## src/rtl/tank_bullet_ctrl_if.sv

```systemverilog
// Signal bundle between the tank/VGA side and the bullet controller.
// master: the side that drives tank state and the pixel scan (tank logic, bench).
// slave : the bullet controller itself.
interface tank_bullet_ctrl_if;
    logic       frame_clk;
    logic       is_shooting;
    logic [2:0] tank_dir;
    logic [9:0] tank_X;
    logic [9:0] tank_Y;
    logic [9:0] DrawX;
    logic [9:0] DrawY;
    logic       is_bullet;
    logic       fire_ack;
    logic [3:0] active_count;

    modport master (
        output frame_clk, is_shooting, tank_dir, tank_X, tank_Y, DrawX, DrawY,
        input  is_bullet, fire_ack, active_count
    );

    modport slave (
        input  frame_clk, is_shooting, tank_dir, tank_X, tank_Y, DrawX, DrawY,
        output is_bullet, fire_ack, active_count
    );
endinterface

```

## src/rtl/tank_bullet_ctrl.sv

```systemverilog
// Bullet pool for the tank game: latches fire requests, spawns projectiles at
// the tank muzzle once per frame, advances/retires them, and reports whether
// the pixel being scanned out is covered by any live bullet.
module tank_bullet_ctrl #(
    parameter int         NUM_SLOTS = 4,
    parameter logic [9:0] SPEED     = 10'd4,
    parameter logic [9:0] SIZE      = 10'd4,
    parameter logic [4:0] COOLDOWN  = 5'd15,
    parameter logic [9:0] TANK_W    = 10'd32,
    parameter logic [9:0] TANK_H    = 10'd32,
    parameter logic [9:0] X_MAX     = 10'd639,
    parameter logic [9:0] Y_MAX     = 10'd479
) (
    input  logic               Clk,
    input  logic               Reset,
    tank_bullet_ctrl_if.slave  bus
);

    localparam logic [2:0] DIR_UP    = 3'b001;
    localparam logic [2:0] DIR_DOWN  = 3'b100;
    localparam logic [2:0] DIR_LEFT  = 3'b011;
    localparam logic [2:0] DIR_RIGHT = 3'b010;

    // Offsets that centre the bullet square on the tank edge.
    localparam logic [9:0] OFS_X = (TANK_W >> 1) - (SIZE >> 1);
    localparam logic [9:0] OFS_Y = (TANK_H >> 1) - (SIZE >> 1);

    logic                 frame_clk_r;
    logic                 frame_prev_r;
    logic                 tick_s;
    logic                 fire_pend_r;
    logic                 fire_ack_r;
    logic [4:0]           cd_r;
    logic [4:0]           cd_dec_s;
    logic [NUM_SLOTS-1:0] act_r;
    logic [NUM_SLOTS-1:0] act_n_s;
    logic [9:0]           x_r     [NUM_SLOTS];
    logic [9:0]           y_r     [NUM_SLOTS];
    logic [2:0]           dir_r   [NUM_SLOTS];
    logic [9:0]           x_n_s   [NUM_SLOTS];
    logic [9:0]           y_n_s   [NUM_SLOTS];
    logic [2:0]           dir_n_s [NUM_SLOTS];
    logic [3:0]           count_r;
    logic [3:0]           count_n_s;
    logic [20:0]          mv_s;
    logic                 dir_ok_s;
    logic                 free_s;
    logic [2:0]           sel_s;
    logic                 spawn_s;
    logic [9:0]           mz_x_s;
    logic [9:0]           mz_y_s;
    logic                 hit_s;

    // One frame step for a flying bullet: {alive, x, y}. Compares are done one
    // bit wider so that a bullet near an edge retires instead of wrapping.
    function automatic logic [20:0] move_slot(input logic [2:0] d,
                                              input logic [9:0] x,
                                              input logic [9:0] y);
        logic       alive;
        logic [9:0] xn;
        logic [9:0] yn;
        alive = 1'b1;
        xn    = x;
        yn    = y;
        case (d)
            DIR_UP:    if ({1'b0, y} < {1'b0, SPEED}) alive = 1'b0;
                       else yn = y - SPEED;
            DIR_DOWN:  if ({1'b0, y} + {1'b0, SIZE} + {1'b0, SPEED} > {1'b0, Y_MAX}) alive = 1'b0;
                       else yn = y + SPEED;
            DIR_LEFT:  if ({1'b0, x} < {1'b0, SPEED}) alive = 1'b0;
                       else xn = x - SPEED;
            DIR_RIGHT: if ({1'b0, x} + {1'b0, SIZE} + {1'b0, SPEED} > {1'b0, X_MAX}) alive = 1'b0;
                       else xn = x + SPEED;
            // A slot only ever holds a valid heading; anything else is dropped.
            default:   alive = 1'b0;
        endcase
        return {alive, xn, yn};
    endfunction

    assign tick_s   = frame_clk_r & ~frame_prev_r;
    // The cooldown expires on the tick that counts it down to zero.
    assign cd_dec_s = (cd_r != 5'd0) ? (cd_r - 5'd1) : 5'd0;

    // Muzzle position for the current heading; up/left saturate at the screen edge.
    always_comb begin
        mz_x_s   = bus.tank_X;
        mz_y_s   = bus.tank_Y;
        dir_ok_s = 1'b1;
        case (bus.tank_dir)
            DIR_UP: begin
                mz_x_s = bus.tank_X + OFS_X;
                mz_y_s = (bus.tank_Y < SIZE) ? 10'd0 : (bus.tank_Y - SIZE);
            end
            DIR_DOWN: begin
                mz_x_s = bus.tank_X + OFS_X;
                mz_y_s = bus.tank_Y + TANK_H;
            end
            DIR_LEFT: begin
                mz_x_s = (bus.tank_X < SIZE) ? 10'd0 : (bus.tank_X - SIZE);
                mz_y_s = bus.tank_Y + OFS_Y;
            end
            DIR_RIGHT: begin
                mz_x_s = bus.tank_X + TANK_W;
                mz_y_s = bus.tank_Y + OFS_Y;
            end
            default: dir_ok_s = 1'b0;
        endcase
    end

    // Slot allocation (from pre-tick occupancy) plus per-slot move/retire/spawn.
    always_comb begin
        free_s    = 1'b0;
        sel_s     = 3'd0;
        mv_s      = 21'd0;
        count_n_s = 4'd0;
        for (int i = 0; i < NUM_SLOTS; i++) begin
            sel_s  = (!act_r[i] && !free_s) ? 3'(i) : sel_s;
            free_s = free_s | ~act_r[i];
        end
        spawn_s = tick_s & (fire_pend_r | bus.is_shooting) & (cd_dec_s == 5'd0)
                  & dir_ok_s & free_s;
        for (int i = 0; i < NUM_SLOTS; i++) begin
            mv_s = move_slot(dir_r[i], x_r[i], y_r[i]);
            if (spawn_s && (sel_s == 3'(i))) begin
                act_n_s[i] = 1'b1;
                x_n_s[i]   = mz_x_s;
                y_n_s[i]   = mz_y_s;
                dir_n_s[i] = bus.tank_dir;
            end else if (tick_s && act_r[i]) begin
                act_n_s[i] = mv_s[20];
                x_n_s[i]   = mv_s[19:10];
                y_n_s[i]   = mv_s[9:0];
                dir_n_s[i] = dir_r[i];
            end else begin
                act_n_s[i] = act_r[i];
                x_n_s[i]   = x_r[i];
                y_n_s[i]   = y_r[i];
                dir_n_s[i] = dir_r[i];
            end
            count_n_s = count_n_s + {3'b000, act_n_s[i]};
        end
    end

    // Pixel hit test against every live bullet square.
    always_comb begin
        hit_s = 1'b0;
        for (int i = 0; i < NUM_SLOTS; i++) begin
            hit_s = hit_s | (act_r[i]
                    & ({1'b0, x_r[i]} <= {1'b0, bus.DrawX})
                    & ({1'b0, bus.DrawX} < ({1'b0, x_r[i]} + {1'b0, SIZE}))
                    & ({1'b0, y_r[i]} <= {1'b0, bus.DrawY})
                    & ({1'b0, bus.DrawY} < ({1'b0, y_r[i]} + {1'b0, SIZE})));
        end
    end

    // Frame edge detect, fire latch, cooldown and slot state registers.
    always_ff @(posedge Clk) begin
        if (Reset) begin
            frame_clk_r  <= 1'b0;
            frame_prev_r <= 1'b0;
            fire_pend_r  <= 1'b0;
            fire_ack_r   <= 1'b0;
            cd_r         <= 5'd0;
            act_r        <= '0;
            count_r      <= 4'd0;
            for (int i = 0; i < NUM_SLOTS; i++) begin
                x_r[i]   <= 10'd0;
                y_r[i]   <= 10'd0;
                dir_r[i] <= 3'd0;
            end
        end else begin
            frame_clk_r  <= bus.frame_clk;
            frame_prev_r <= frame_clk_r;
            fire_pend_r  <= tick_s ? 1'b0 : (fire_pend_r | bus.is_shooting);
            fire_ack_r   <= spawn_s;
            cd_r         <= spawn_s ? COOLDOWN : (tick_s ? cd_dec_s : cd_r);
            act_r        <= act_n_s;
            count_r      <= count_n_s;
            for (int i = 0; i < NUM_SLOTS; i++) begin
                x_r[i]   <= x_n_s[i];
                y_r[i]   <= y_n_s[i];
                dir_r[i] <= dir_n_s[i];
            end
        end
    end

    assign bus.is_bullet    = hit_s;
    assign bus.fire_ack     = fire_ack_r;
    assign bus.active_count = count_r;

endmodule

```

## src/flat_wrapper.sv

```systemverilog
// flat-port wrapper written by rule: the top's interface ports become plain ports
module tank_bullet_ctrl_flat 
#(
    parameter int         NUM_SLOTS = 4,
    parameter logic [9:0] SPEED     = 10'd4,
    parameter logic [9:0] SIZE      = 10'd4,
    parameter logic [4:0] COOLDOWN  = 5'd15,
    parameter logic [9:0] TANK_W    = 10'd32,
    parameter logic [9:0] TANK_H    = 10'd32,
    parameter logic [9:0] X_MAX     = 10'd639,
    parameter logic [9:0] Y_MAX     = 10'd479
)
  (Clk, Reset, bus_frame_clk, bus_is_shooting, bus_tank_dir, bus_tank_X, bus_tank_Y, bus_DrawX, bus_DrawY, bus_is_bullet, bus_fire_ack, bus_active_count);
  tank_bullet_ctrl_if bus_i ();
  input  logic Clk;
  input  logic Reset;
  input wire logic [$bits(bus_i.frame_clk)-1:0] bus_frame_clk;
  input wire logic [$bits(bus_i.is_shooting)-1:0] bus_is_shooting;
  input wire logic [$bits(bus_i.tank_dir)-1:0] bus_tank_dir;
  input wire logic [$bits(bus_i.tank_X)-1:0] bus_tank_X;
  input wire logic [$bits(bus_i.tank_Y)-1:0] bus_tank_Y;
  input wire logic [$bits(bus_i.DrawX)-1:0] bus_DrawX;
  input wire logic [$bits(bus_i.DrawY)-1:0] bus_DrawY;
  output wire logic [$bits(bus_i.is_bullet)-1:0] bus_is_bullet;
  output wire logic [$bits(bus_i.fire_ack)-1:0] bus_fire_ack;
  output wire logic [$bits(bus_i.active_count)-1:0] bus_active_count;
  assign bus_i.frame_clk = bus_frame_clk;
  assign bus_i.is_shooting = bus_is_shooting;
  assign bus_i.tank_dir = bus_tank_dir;
  assign bus_i.tank_X = bus_tank_X;
  assign bus_i.tank_Y = bus_tank_Y;
  assign bus_i.DrawX = bus_DrawX;
  assign bus_i.DrawY = bus_DrawY;
  assign bus_is_bullet = bus_i.is_bullet;
  assign bus_fire_ack = bus_i.fire_ack;
  assign bus_active_count = bus_i.active_count;
  tank_bullet_ctrl #(.NUM_SLOTS(NUM_SLOTS), .SPEED(SPEED), .SIZE(SIZE), .COOLDOWN(COOLDOWN), .TANK_W(TANK_W), .TANK_H(TANK_H), .X_MAX(X_MAX), .Y_MAX(Y_MAX)) u_core (.Clk(Clk), .Reset(Reset), .bus(bus_i));
endmodule
```

## config.mk

```make
export PLATFORM = sky130hd
export DESIGN_NAME = tank_bullet_ctrl_flat
export DESIGN_NICKNAME = d
export VERILOG_FILES = /design/src/rtl/tank_bullet_ctrl_if.sv /design/src/rtl/tank_bullet_ctrl.sv /design/src/flat_wrapper.sv
export SDC_FILE = /design/constraint.sdc
export NUM_CORES = 1
export LEC_CHECK = 0
export CAP_MARGIN = 0
export CORE_UTILIZATION = 64
export CTS_CLUSTER_DIAMETER = 150
export CTS_CLUSTER_SIZE = 30
export DETAILED_ROUTE_END_ITERATION = 10
export PLACE_DENSITY = 0.93
export SLEW_MARGIN = 20
export SYNTH_ARGS = -nofsm -noshare
export SYNTH_HDL_FRONTEND = slang
export SYNTH_SLANG_ARGS = --single-unit
```

## constraint.sdc

```tcl
create_clock -name Clk -period 4.7 [get_ports Clk]
set_input_delay 0.94 -clock Clk [delete_from_list [all_inputs] [get_ports Clk]]
set_output_delay 0.94 -clock Clk [all_outputs]
set_load 0.005 [all_outputs]
```

==> results of run 1 <==
-- through the flow --
stage | TNS (ns) | setup WS [ns]
after CTS | 0 | 0.00733
after detailed placement | -0.179 | -0.179
after floorplan | 0 | 0.958
final | 0 | 0.275
after global routing | 0 | 0.202
after global placement | -0.130 | -0.130
-- synthesized netlist by cell type, types with 7 or more instances --
| cell type | number |
|---|---|
| xnor2_1 | 57 |
| mux2i_1 | 22 |
| o221ai_1 | 9 |
| dfxtp_1 | 108 |
| a21bo_2 | 7 |
| a221oi_1 | 7 |
| a211o_1 | 12 |
| nor3_1 | 45 |
| nand4b_1 | 7 |
| a21oi_1 | 119 |
| o31ai_1 | 10 |
| nor4b_1 | 9 |
| a311oi_1 | 32 |
| o21ai_0 | 99 |
| a21o_1 | 16 |
| buf_2 | 29 |
| nor2b_1 | 33 |
| and3_1 | 18 |
| nor3b_1 | 11 |
| nand2_1 | 108 |
| a211oi_1 | 41 |
| nand2b_1 | 26 |
| and2_1 | 16 |
| nand3b_1 | 12 |
| a31oi_1 | 16 |
| nand3_1 | 47 |
| clkbuf_1 | 63 |
| ha_1 | 207 |
| nand4_1 | 33 |
| nor2_1 | 191 |
| o211ai_1 | 22 |
| xor2_1 | 30 |
| nor4_1 | 18 |
| a311o_1 | 7 |
| inv_1 | 111 |
| o21a_1 | 27 |
| or3_1 | 37 |
| o22ai_1 | 14 |
| a22oi_1 | 13 |
| a21boi_0 | 9 |
-- worst register-to-register path, cell delays in order, from the launching register on --
cell and delay (ns):
dfxtp_2 0.48, inv_1 0.13, ha_1 0.36, inv_1 0.13, or3_1 0.37, or3_1 0.32, a21oi_1 0.15, o211ai_1 0.13
a2111oi_0 0.45, buf_4 0.22, a21o_1 0.13, nand2_1 0.06, ha_1 0.27, inv_1 0.05, fa_1 0.41, inv_1 0.07
ha_1 0.21, nor2b_1 0.13
-- per-layer routing --
layer | wire length, um | part of all wire [%] | up-vias | GRT usage (%)
met2 | 20000 | 44 | 955 | 63.8
met1 | 17600 | 39 | 7006 | 51.7
met5 | 0 | 0 | - | 0
met3 | 4980 | 11 | 250 | 8.01
met4 | 2910 | 6.4 | 0 | 27.3
li1 | - | - | 6888 | -
-- power by group through the flow --
stage	Clock, W	Combinational (W)	Sequential [W]
global route	0.000856	0.000750	0.000981
detailed placement	0	0.000655	0.000995
finish	0.000830	0.000699	0.000978
floorplan	0	0.000404	0.000975
global placement	0	0.000628	0.000993
CTS	0.000828	0.000667	0.000974
-- flip-flops by register name, summed over array words and instances, names as in the netlist --
signal / count
u_core.bus.active_count: 3
u_core.x_r: 40
u_core.dir_r: 12
u_core.fire_pend_r: 1
u_core.frame_clk_r: 1
u_core.y_r: 40
u_core.act_r: 4
u_core.cd_r: 5
u_core.frame_prev_r: 1
u_core.bus.fire_ack: 1
-- layout by cell type, fill, tap and decap left out, types with 10 or more instances in the layout --
master,instances
ha_1,200
nor2_1,189
a21oi_1,116
nand2_1,108
inv_1,105
dfxtp_1,102
o21ai_0,95
buf_4,95
xnor2_1,55
nand3_1,47
nor3_1,45
clkdlybuf4s50_1,42
a211oi_1,40
or3_1,37
nor2b_1,33
nand4_1,33
a311oi_1,32
xor2_1,28
o21a_1,27
nand2b_1,26
o211ai_1,22
mux2i_1,22
and3_1,18
nor4_1,17
and2_1,16
a31oi_1,16
a21o_1,16
o22ai_1,13
a22oi_1,13
nand3b_1,12
a211o_1,12
o31ai_1,10
nor3b_1,10
-- timing repair --
action / CTS / global route
hold buffers: 0 / 0
setup endpoints to repair: 1 / 1
gates cloned: 0 / 0
pin swaps: 9 / 4
gates resized for setup: 28 / 29
-- final timing paths --
| kind | from | end | slack (ns) | cells past startpoint |
|---|---|---|---|---|
| worst min register to register | u_core.dir_r[0][0] | u_core.dir_r[0][0] | 0.50 | 2 |
| worst max register to register | u_core.y_r[0][3] | u_core.bus.active_count[1] | 0.49 | 17 |
| worst max-delay path | bus_DrawY[3] | bus_is_bullet | 0.27 | 13 |
| worst min-delay path | u_core.dir_r[0][0] | u_core.dir_r[0][0] | 0.50 | 2 |
-- layout make-up --
| cell class | instances | area [um2] | area share (%) |
|---|---|---|---|
| clock buffer | 9 | 225 | 1.46 |
| antenna | 1 | 2.50 | 0.0162 |
| multi-input combinational | 1514 | 11000 | 70.9 |
| sequential | 108 | 2170 | 14.0 |
| timing repair buffer | 147 | 1240 | 8.00 |
| tap | 275 | 344 | 2.23 |
| clock inverter | 7 | 91.3 | 0.591 |
| inverter | 112 | 424 | 2.74 |
-- cells by family after synthesis --
family | count (synthesis) | synth area share [%]
xor gates and xnor gates | 92 | 6.18
buffers and inverters | 219 | 6.47
muxes | 27 | 2.00
AOI/OAI and AO/OA | 531 | 26.3
adders and majority gates | 209 | 18.9
DFF | 108 | 15.6
and+or+nand+nor | 654 | 24.5
other | 1 | 0.0271
==> flow_summary_export.csv, run 1 <==
group,metric,value,unit
outcome,status,"completed",
floorplan,die_area,22200,um2
critical_path,crit_top_cell,"a21oi_1",
critical_path,crit_chain,"clkdlybuf4s50_1, inv_2, buf_4, ha_1, a21oi_1, nor2b_1, o21ai_0, a21oi_1, o221ai_1, a32oi_2, o22ai_2, a211o_1, dlymetal6s2s_1",
placement,place.gp.congestion,0.993,
routing,via_count,15099,
routing,wl,45.5,mm
pwr,power_frac_seq,39.0,%
layout,n_fill_cell,1565,
critical_path,path_buf_inv,4,
layout,utilization,73.1,%
pwr,power.leakage,6.18,nW
clock_network,clk_pin_slew,0.08,ns
yosys,synth_cell_types,99,
routing,drt-initial-drc-count,1884,
placement,place_hpwl,33.8,mm
timing,hold_violations,0,
routing,routedWlPerCell,21.0,um
timing,clock.fmax,226,MHz
yosys,netlist_top_cells_area,"ha_1, dfxtp_1, nor2_1",
pwr,p_sw,0.000906,W
clock_network,cts_max_path_buffers,2,
timing,fin_crit_sh,94.2,%
yosys,synth_edf_count,0,
placement,placed_area,15000,um2
routing,viasPerCell,6.95,
floorplan,dieHeight,149,um
timing,tightest_slew,1.23,ns
layout,synthToLayoutAreaGrowth,11.6,%
floorplan,die_w,149,um
critical_path,crit_fanout,3,
clock_network,root_buffer,"clkbuf_16",
yosys,syn-num-nets,2096,
worst_hold_path,hold_path.class,"reg -> reg",
layout,nNetsFinal,2147,
routing,route.detailed.drc,0,
critical_path,slowest_stage,"clkdlybuf4s50_1",
timing,hold_ws,0.503,ns
layout,fin_cells,2173,
floorplan,coreArea,21200,um2
job,cap_violations,0,
clock_network,cts_buffers,9,
routing,ant_nets,0,
pwr,pwr-share-clk,33.1,%
global_route,grt.overflow.total,0,
timing,fin_skew,0.0162,ns
pwr,p_int,0.00160,W
global_route,grt_pass1_vias,14297,
clock_network,clk_latency,0.38,ns
clock_network,cts_max_level,3,
yosys,synth_top_area_share,18.7,%
critical_path,start_kind,"input pin",
critical_path,critPathMaxStageDelay,0.53,ns
routing,dr.pass1.iters,10,
timing,fin_crit,4.43,ns
critical_path,crit_path_end_kind,"primary output",
clock_network,postCtsSetupBuffers,0,
timing,drv_slew,0,
placement,portBuffers,51,
floorplan,initial_core_util,65.5,%
layout,stdcell_area,15500,um2
timing,setup_viol,0,
pwr,switching_share,36.1,%
yosys,yosysWarningCount,0,
pwr,cellPowerDensity,162,nW/um2
yosys,synthFlopType,"dfxtp_1",
critical_path,criticalPathCategory,"in -> out",
timing,rsz0062_at_grt,"no",
global_route,grt_pass1_wl,72.7,mm
clock_network,cts_tree,"built",
clock_network,clock_sink_count,108,
pwr,ir_drop,184,uV
timing,maxSlewHeadroom,17.0,%
layout,drive_gt1_share,10.6,%
yosys,avgSynthCellArea,7.53,um2
yosys,async_reset_ff_share,0,%
yosys,syn-cell-area,13900,um2
critical_path,critPathTopFamily,"compound AO/OA/AOI/OAI gates",
critical_path,cp.arrival,3.49,ns
yosys,ys_seq_elements,108,
yosys,synth_area_leader_cell,"ha_1",
global_route,grt_max_degree,62,
placement,dp_cells,2156,
floorplan,num_rows,53,
critical_path,crit_required,3.76,ns
yosys,ys_seq_area_share,15.6,%
global_route,antenna_found_initial,0,
floorplan,num_io_pins,53,
yosys,synthCells,1841,
pwr,combPwrFrac,27.9,%
pwr,total_power,0.00251,W
global_route,grt_use_total,41.1,%
Note: power is estimated with default switching activity, not from simulation.
==> run 2: changes to the inputs <==
--- a/config.mk
+++ b/config.mk
@@ -5,12 +5,14 @@
 export SDC_FILE = /design/constraint.sdc
 export NUM_CORES = 1
 export LEC_CHECK = 0
+export ABC_AREA = 1
 export CAP_MARGIN = 0
 export CORE_UTILIZATION = 64
 export CTS_CLUSTER_DIAMETER = 150
 export CTS_CLUSTER_SIZE = 30
 export DETAILED_ROUTE_END_ITERATION = 10
 export PLACE_DENSITY = 0.93
+export SKIP_CTS_REPAIR_TIMING = 1
 export SLEW_MARGIN = 20
 export SYNTH_ARGS = -nofsm -noshare
 export SYNTH_HDL_FRONTEND = slang
==> flow_summary_export.csv, run 2 <==
group,metric,value,unit
yosys,synthFlopType,"dfxtp_1",
critical_path,crit-reg2reg-launch,"u_core.y_r[0][2]",
critical_path,criticalPathCategory,"in -> out",
pwr,combPwrFrac,27.7,%
layout,final_common_cell,"nand2_1",
clock_network,cts_tree,"built",
routing,routedWlPerCell,16.9,um
critical_path,crit_fanout,3,
yosys,syn-num-nets,2595,
yosys,synth_common_cells,"nand2_1, inv_1, nor2_1, ha_1, nand3_1",
floorplan,num_rows,53,
layout,n_antenna_cell,0,
yosys,ys_seq_elements,108,
global_route,grt_pass1_wl,71.1,mm
placement,dp_cells,2642,
yosys,synth_area_leader_cell,"ha_1",
routing,wl,45.0,mm
pwr,switching_share,35.5,%
yosys,synthCells,2340,
timing,fin_skew,0.0148,ns
worst_hold_path,hold_depth,2,
worst_hold_path,hold_path.class,"reg -> reg",
timing,fin_crit_sh,88.3,%
pwr,pwr-share-clk,33.8,%
global_route,grt.overflow.total,0,
yosys,synth.most_common_cell,"nand2_1",
placement,portBuffers,51,
pwr,p_int,0.00161,W
yosys,avgSynthCellArea,6.01,um2
global_route,grt_max_degree,71,
pwr,cellPowerDensity,164,nW/um2
timing,fin_crit,4.15,ns
floorplan,initial_core_util,66.1,%
layout,fin_cells,2658,
critical_path,r2r-end,"u_core.bus.active_count[1]",
pwr,ir_drop,179,uV
timing,maxSlewHeadroom,26.8,%
layout,top_regs,"u_core.x_r x40, u_core.y_r x40, u_core.dir_r x12",
critical_path,cp.arrival,3.21,ns
timing,drv_slew,0,
yosys,synth_edf_count,0,
timing,rsz0062_at_grt,"no",
timing,setup_viol,0,
yosys,synth_top_area_share,18.4,%
pwr,power.leakage,7.27,nW
critical_path,crit_path_end_kind,"primary output",
global_route,antenna_found_initial,1,
placement,place.gp.congestion,0.988,
critical_path,start_kind,"input pin",
clock_network,clk_pin_slew,0.08,ns
floorplan,die_area,22600,um2
timing,tns,0,ns
worst_hold_path,hp-start,"u_core.frame_clk_r",
global_route,grt_pass1_vias,14653,
critical_path,rrSetupSlack,1.09,ns
routing,via_count,16417,
layout,nNetsFinal,2633,
timing,hold_violations,0,
clock_network,root_buffer,"clkbuf_16",
yosys,syn-cell-area,14100,um2
routing,route.detailed.drc,0,
routing,dr.pass1.iters,10,
clock_network,cts_buffers,9,
layout,synthToLayoutAreaGrowth,8.39,%
clock_network,cts_max_path_buffers,2,
layout,final_cell_mix,"nand2_1, inv_1, nor2_1",
yosys,async_reset_ff_share,0,%
outcome,status,"completed",
clock_network,clock_sink_count,108,
pwr,p_sw,0.000887,W
job,cap_violations,0,
placement,place_hpwl,34.7,mm
clock_network,clk_latency,0.37,ns
routing,ant_nets,0,
floorplan,die_w,150,um
floorplan,coreArea,21300,um2
floorplan,dieHeight,150,um
clock_network,cts_max_level,3,
yosys,netlist_top_cells_area,"ha_1, nand2_1, dfxtp_1",
routing,viasPerCell,6.18,
critical_path,reg2reg_depth,23,
routing,drt-initial-drc-count,1992,
yosys,yosysWarningCount,0,
yosys,ys_seq_area_share,15.4,%
worst_hold_path,min_to,"u_core.frame_prev_r",
timing,clock.fmax,241,MHz
critical_path,crit_required,3.76,ns
global_route,grt_use_total,39.6,%
floorplan,num_io_pins,53,
yosys,synth_cell_types,50,
layout,drive_gt1_share,4.57,%
pwr,power_frac_seq,38.5,%
timing,tightest_slew,1.10,ns
==> run 2: changes by cell type in the layout (fill, tap and decap cells not counted), moves of 37 or more <==
cell,before,now
a21oi_1,116,178
buf_4,95,38
inv_1,105,312
nand2_1,108,598
nand3_1,47,186
nor2_1,189,241
o21ai_0,95,146
or3_1,37,0
xnor2_1,55,10
==> run 2: cells by family after synthesis <==
logic type,Yosys count,share of synthesized area [%]
multiplexers,1,0.0800
XOR/XNOR,52,3.24
AO/OA/AOI/OAI,436,17.1
AND/OR/NAND/NOR,1151,34.8
flip-flops,108,15.4
buffers and inverters,383,10.8
adder cells (fa/ha/maj),208,18.5
other,1,0.0266
==> run 2: worst max path at each step <==
stage	to	from	depth (start not counted)
after floorplan	u_core.bus.active_count[1]	bus_tank_dir[1]	19
after global placement	bus_is_bullet	bus_DrawX[9]	13
after detailed placement	bus_is_bullet	bus_DrawX[9]	13
after CTS	bus_is_bullet	u_core.y_r[2][2]	12
after global routing	bus_is_bullet	bus_DrawY[8]	16
final	bus_is_bullet	bus_DrawY[4]	17
==> run 2: power groups by stage <==
stage | Combinational (W) | Clock [W] | Sequential [W]
after floorplan | 0.000432 | 0 | 0.000968
after global placement | 0.000635 | 0 | 0.000980
after detailed placement | 0.000660 | 0 | 0.000981
after CTS | 0.000667 | 0.000839 | 0.000959
after global routing | 0.000763 | 0.000879 | 0.000962
final | 0.000694 | 0.000845 | 0.000962
==> run 2: per-layer routing <==
layer / track usage, % / vias to the layer above / routed length, um
met1: 52.3 / 7357 / 17900
met3: 7.52 / 200 / 5820
met4: 19.2 / 0 / 1990
met2: 61.6 / 1047 / 19200
met5: 0 / - / 0
li1: - / 7813 / -
==> run 2: through the flow <==
step	cell area (um2)	util [%]	hold WS (ns)	setup slack, ns	total power [W]
6_report	15300	71.7	0.457	0.550	0.00250
5_1_grt	15300	71.7	0.494	0.368	0.00260
4_1_cts	15200	71.5	0.450	0.0895	0.00247
3_5_place_dp	14900	70.0	0.439	0.145	0.00164
3_3_place_gp	14900	70.0	0.433	0.156	0.00161
2_1_floorplan	14100	-	0.423	1.37	0.00140
==> run 2: layout make-up <==
type / count / area, um2
flip-flops and latches: 108 / 2170
fillers: 1800 / 6030
repair buffers: 89 / 793
clock inverters: 6 / 75.1
well taps: 275 / 344
multi-input cells: 1849 / 10400
inverters: 321 / 1210
clock buffers: 10 / 239
==> run 2: critical path, cell delays in order <==
cell and delay [ns]:
clkdlybuf4s50_1 0.48, buf_4 0.18, ha_1 0.30, a21oi_1 0.16, nor2_1 0.06, nor2_1 0.08, nand2_1 0.05, o21ai_0 0.18
nand3b_1 0.10, nand3_1 0.08, nand2_1 0.05, nand2_1 0.12, nand3_1 0.09, nand2_1 0.07, inv_1 0.05, nand2_1 0.09
dlymetal6s2s_1 0.13
